### src/rtl/fetch_unit.sv
// Instruction fetch stage: turns a one-cycle fetch request into an address/data
// handshake on the instruction bus and returns the word to the decoder.
module fetch_unit #(
    parameter int unsigned ADDR_WIDTH = 32,
    parameter int unsigned DATA_WIDTH = 32
) (
    input  logic                  clk,
    input  logic                  rst,
    input  logic                  inst_fetch,
    input  logic [ADDR_WIDTH-1:0] pc,
    output logic                  ir_addr_valid,
    input  logic                  ir_addr_ready,
    output logic [ADDR_WIDTH-1:0] ir_addr,
    input  logic                  ir_data_valid,
    output logic                  ir_data_ready,
    input  logic [DATA_WIDTH-1:0] ir_data,
    output logic [DATA_WIDTH-1:0] inst,
    output logic                  inst_valid,
    output logic                  inst_misaligned,
    output logic                  fetch_overrun
);

    typedef enum logic [1:0] {
        IDLE,
        ADDR,
        DATA,
        RESP
    } state_t;

    state_t                  state_q, state_d;
    logic [ADDR_WIDTH-1:0]   ir_addr_q, ir_addr_d;
    logic [DATA_WIDTH-1:0]   inst_q, inst_d;
    logic                    misaligned_q, misaligned_d;
    logic                    overrun_q, overrun_d;

    always_comb begin
        state_d      = state_q;
        ir_addr_d    = ir_addr_q;
        inst_d       = inst_q;
        misaligned_d = 1'b0;
        overrun_d    = overrun_q;

        case (state_q)
            IDLE: begin
                if (inst_fetch) begin
                    if (pc[1:0] == 2'b00) begin
                        ir_addr_d = pc;
                        state_d   = ADDR;
                    end else begin
                        misaligned_d = 1'b1;
                    end
                end
            end
            ADDR: begin
                if (ir_addr_ready) begin
                    state_d = DATA;
                end
            end
            DATA: begin
                if (ir_data_valid) begin
                    inst_d  = ir_data;
                    state_d = RESP;
                end
            end
            RESP: begin
                state_d = IDLE;
            end
            default: begin
                state_d = IDLE;
            end
        endcase

        // Requests are never queued; a request while busy only raises the sticky flag.
        if (inst_fetch && (state_q != IDLE)) begin
            overrun_d = 1'b1;
        end
    end

    always_ff @(posedge clk) begin
        if (rst) begin
            state_q      <= IDLE;
            ir_addr_q    <= '0;
            inst_q       <= '0;
            misaligned_q <= 1'b0;
            overrun_q    <= 1'b0;
        end else begin
            state_q      <= state_d;
            ir_addr_q    <= ir_addr_d;
            inst_q       <= inst_d;
            misaligned_q <= misaligned_d;
            overrun_q    <= overrun_d;
        end
    end

    assign ir_addr_valid   = (state_q == ADDR);
    assign ir_data_ready   = (state_q == DATA);
    assign inst_valid      = (state_q == RESP);
    assign ir_addr         = ir_addr_q;
    assign inst            = inst_q;
    assign inst_misaligned = misaligned_q;
    assign fetch_overrun   = overrun_q;

endmodule

### config.mk
export PLATFORM = sky130hd
export DESIGN_NAME = fetch_unit
export DESIGN_NICKNAME = d
export VERILOG_FILES = /design/src/rtl/fetch_unit.sv
export SDC_FILE = /design/constraint.sdc
export NUM_CORES = 1
export LEC_CHECK = 0
export BUFFER_PORTS_ARGS = -buffer_cell sky130_fd_sc_hd__buf_2
export CAP_MARGIN = 10
export CELL_PAD_IN_SITES_DETAIL_PLACEMENT = 1
export CELL_PAD_IN_SITES_GLOBAL_PLACEMENT = 1
export CORE_MARGIN = 2
export CORE_UTILIZATION = 32
export DETAILED_ROUTE_END_ITERATION = 16
export HOLD_SLACK_MARGIN = 0.15
export PLACE_DENSITY_LB_ADDON = 0.05
export SYNTH_ARGS = -nofsm -noshare
export SYNTH_HDL_FRONTEND = slang
export SYNTH_SLANG_ARGS = --single-unit
### constraint.sdc
create_clock -name clk -period 2.6 [get_ports clk]
set_input_delay 0.52 -clock clk [delete_from_list [all_inputs] [get_ports clk]]
set_output_delay 0.52 -clock clk [all_outputs]
set_load 0.01 [all_outputs]
==> flow_summary.json <==
{
  "ant_nets": 0,
  "synth_fp_nets": 377,
  "routabilityCongestion": 0.7202,
  "outcome": "complete, no violations",
  "syn_inst": 303,
  "cp-start-kind": "flop",
  "cts_hold_buf": 0,
  "root_buffer": "clkbuf_8",
  "portBuffers": 137,
  "timing.fmax_mhz": 586.4,
  "grt-ovfl-total": 0,
  "worst_pin_slew_ns": 0.6024,
  "antennaDiodeCount": 0,
  "drive_gt1_frac": 0.3612,
  "crit_required_ns": 2.08,
  "rsz0062_at_grt": "no",
  "yosys-top-cells-area": "dfxtp_1, nand2_1, a21oi_1",
  "grt_max_degree": 35,
  "period_share": 0.6559,
  "n_fill_cell": 954,
  "via_count": 2457,
  "placed_area_sq_um": 3218,
  "routed_wl_um": 7028,
  "worstPathMaxFanout": 4,
  "clock_path_buffers": 2,
  "ios": 138,
  "vias_per_cell": 4.533,
  "stdcell_area_sq_um": 3443,
  "cts_tree": "built",
  "area_delta_synth_final_pct": 40.77,
  "drtIter0Drc": 75,
  "clk-insertion-delay-late_ns": 0.34,
  "switching_share": 0.2509,
  "worstSetupPathType": "flop to primary output",
  "h-tree-depth": 3,
  "synth.largest_area_cell": "dfxtp_1",
  "period_minus_slack_ns": 1.705,
  "ys_warn_count": 0,
  "internal_power_mw": 1.768,
  "cellPowerDensity_nw_per_um2": 685.5,
  "syn_area_sq_um": 2446,
  "clkPwrFrac": 0.419,
  "wl_per_cell_um": 12.97,
  "ys_types": 21,
  "drv_slew": 0,
  "postCtsSetupBuffers": 0,
  "clk_pin_slew_ns": 0.08,
  "switchingPower_mw": 0.5922,
  "dp_hpwl_um": 5041,
  "synthDominantCellAreaShare": 0.5565,
  "pwr-share-seq": 0.467,
  "initial_utilization": 0.3337,
  "cts_sinks": 68,
  "ys_ff_latch": 68,
  "relSlewSlack": 0.5984,
  "die_w_um": 91.43,
  "irDropWorstVdd_v": 0.0002801,
  "cellLeakagePower_nw": 1.576,
  "die_h_um": 91.43,
  "finClkSkew_ns": 0.009157,
  "drt_pre_antenna_iters": 4,
  "grt_pass1_wl_um": 11220,
  "final.setup.tns_ns": 0,
  "grt_pass1_vias": 2374,
  "cts_resized": 0,
  "hold_viol_final": 0,
  "setup_viol": 0,
  "cp.arrival_ns": 1.19,
  "drv_cap": 0,
  "yosysSeqAreaShare": 0.5565,
  "nets": 512,
  "p_comb_frac": 0.115,
  "antenna_found_initial": 0,
  "coreArea_sq_um": 7331,
  "rows": 31,
  "hp-class": "input port to flop",
  "endpoint_kind": "primary output",
  "cts_buffers": 9,
  "drc": 0,
  "grt.total_usage": 0.1667,
  "syn_avg_cell_area_sq_um": 8.073,
  "dieArea_sq_um": 8359
}
state kept, by name (all words and copies together) (netlist names):
register / count
inst: 32
ir_addr: 32
fetch_overrun: 1
inst_misaligned: 1
state_q: 2
placed cells by master (no fill, tap or decap), drive strengths merged:
cell	instances
o211ai	1
clkbuf	11
o21ai	1
clkinvlp	2
and4bb	1
nand2	125
nand4bb	1
dfxtp	68
o2111ai	1
ha	5
nand2b	4
mux2i	1
nor3b	2
nor2	2
bufinv	2
a21boi	1
buf	145
a41oi	1
inv	5
and2	1
a21oi	63
power by group through the flow:
stage                     clock, mW  sequential (mW)  combinational (mW)
after floorplan                   0             1.14               0.129
after global placement            0             1.13               0.269
after detailed placement          0             1.13               0.275
after CTS                      1.02             1.10               0.278
after global routing           1.07             1.11               0.304
final                         0.988             1.10               0.270
area by class of cell:
class	count	area [sq um]	share of cell area
Clock inverter	5	83.83	0.02435
Inverter	4	15.01	0.004360
Timing Repair Buffer	145	745.7	0.2166
Multi-Input combinational cell	210	972.2	0.2823
Tap cell	99	123.9	0.03597
Clock buffer	11	141.4	0.04106
Sequential cell	68	1361	0.3954
path summary, 6_finish.rpt:
kind / slack (ns) / to / from / cells past startpoint
setup reg to reg: 1.18 / inst[7] / state_q[0] / 6
hold reg to reg: 0.45 / inst[18] / inst[18] / 2
setup / recovery: 0.89 / ir_data_ready / state_q[0] / 3
hold / removal: 0.41 / inst[8] / ir_data[8] / 3
logic make-up after synthesis:
group                    after synthesis  share of synthesized area
AND/OR/NAND/NOR                      136                     0.2235
AO/OA/AOI/OAI                         68                     0.1442
flip-flops                            68                     0.5565
buffers and inverters                 25                    0.04603
adder cells (fa/ha/maj)                5                    0.02558
multiplexers                           1                   0.004092
worst max-delay path: stages (launching register included):
cell     delay (ns)
dfxtp_1        0.36
inv_1          0.10
ha_1           0.24
buf_2          0.15
cells in the mapped netlist:
master,number
a41oi_1,1
and4bb_1,1
clkbuf_1,11
buf_2,6
nand2_1,125
nand4bb_1,1
o2111ai_1,1
buf_4,3
nor2_1,2
a21boi_0,1
ha_1,5
buf_1,1
mux2i_1,1
dfxtp_1,68
nand2b_1,4
and2_1,1
nor3b_1,2
o21ai_0,1
inv_1,4
a21oi_1,63
o211ai_1,1
stage by stage:
stage | utilization | worst slack (ns) | power, mW | cells | hold slack (ns)
final | 0.4697 | 0.8947 | 2.361 | 542 | 0.4071
after global routing | 0.4697 | 0.7965 | 2.481 | 542 | 0.4016
after CTS | 0.4697 | 0.8712 | 2.401 | 542 | 0.3989
after detailed placement | 0.4390 | 1.000 | 1.401 | 526 | 0.4444
after global placement | 0.4390 | 0.9893 | 1.395 | 526 | 0.4391
after floorplan | - | 1.250 | 1.272 | 303 | 0.4805
layer usage:
metal | part of all wire | global-route usage
met1 | 0.44 | 0.2079
met2 | 0.48 | 0.2721
met3 | 0.069 | 0.04647
met4 | 0.015 | 0.06439
met5 | 0 | 0
Power figures use the tool's default switching activity.
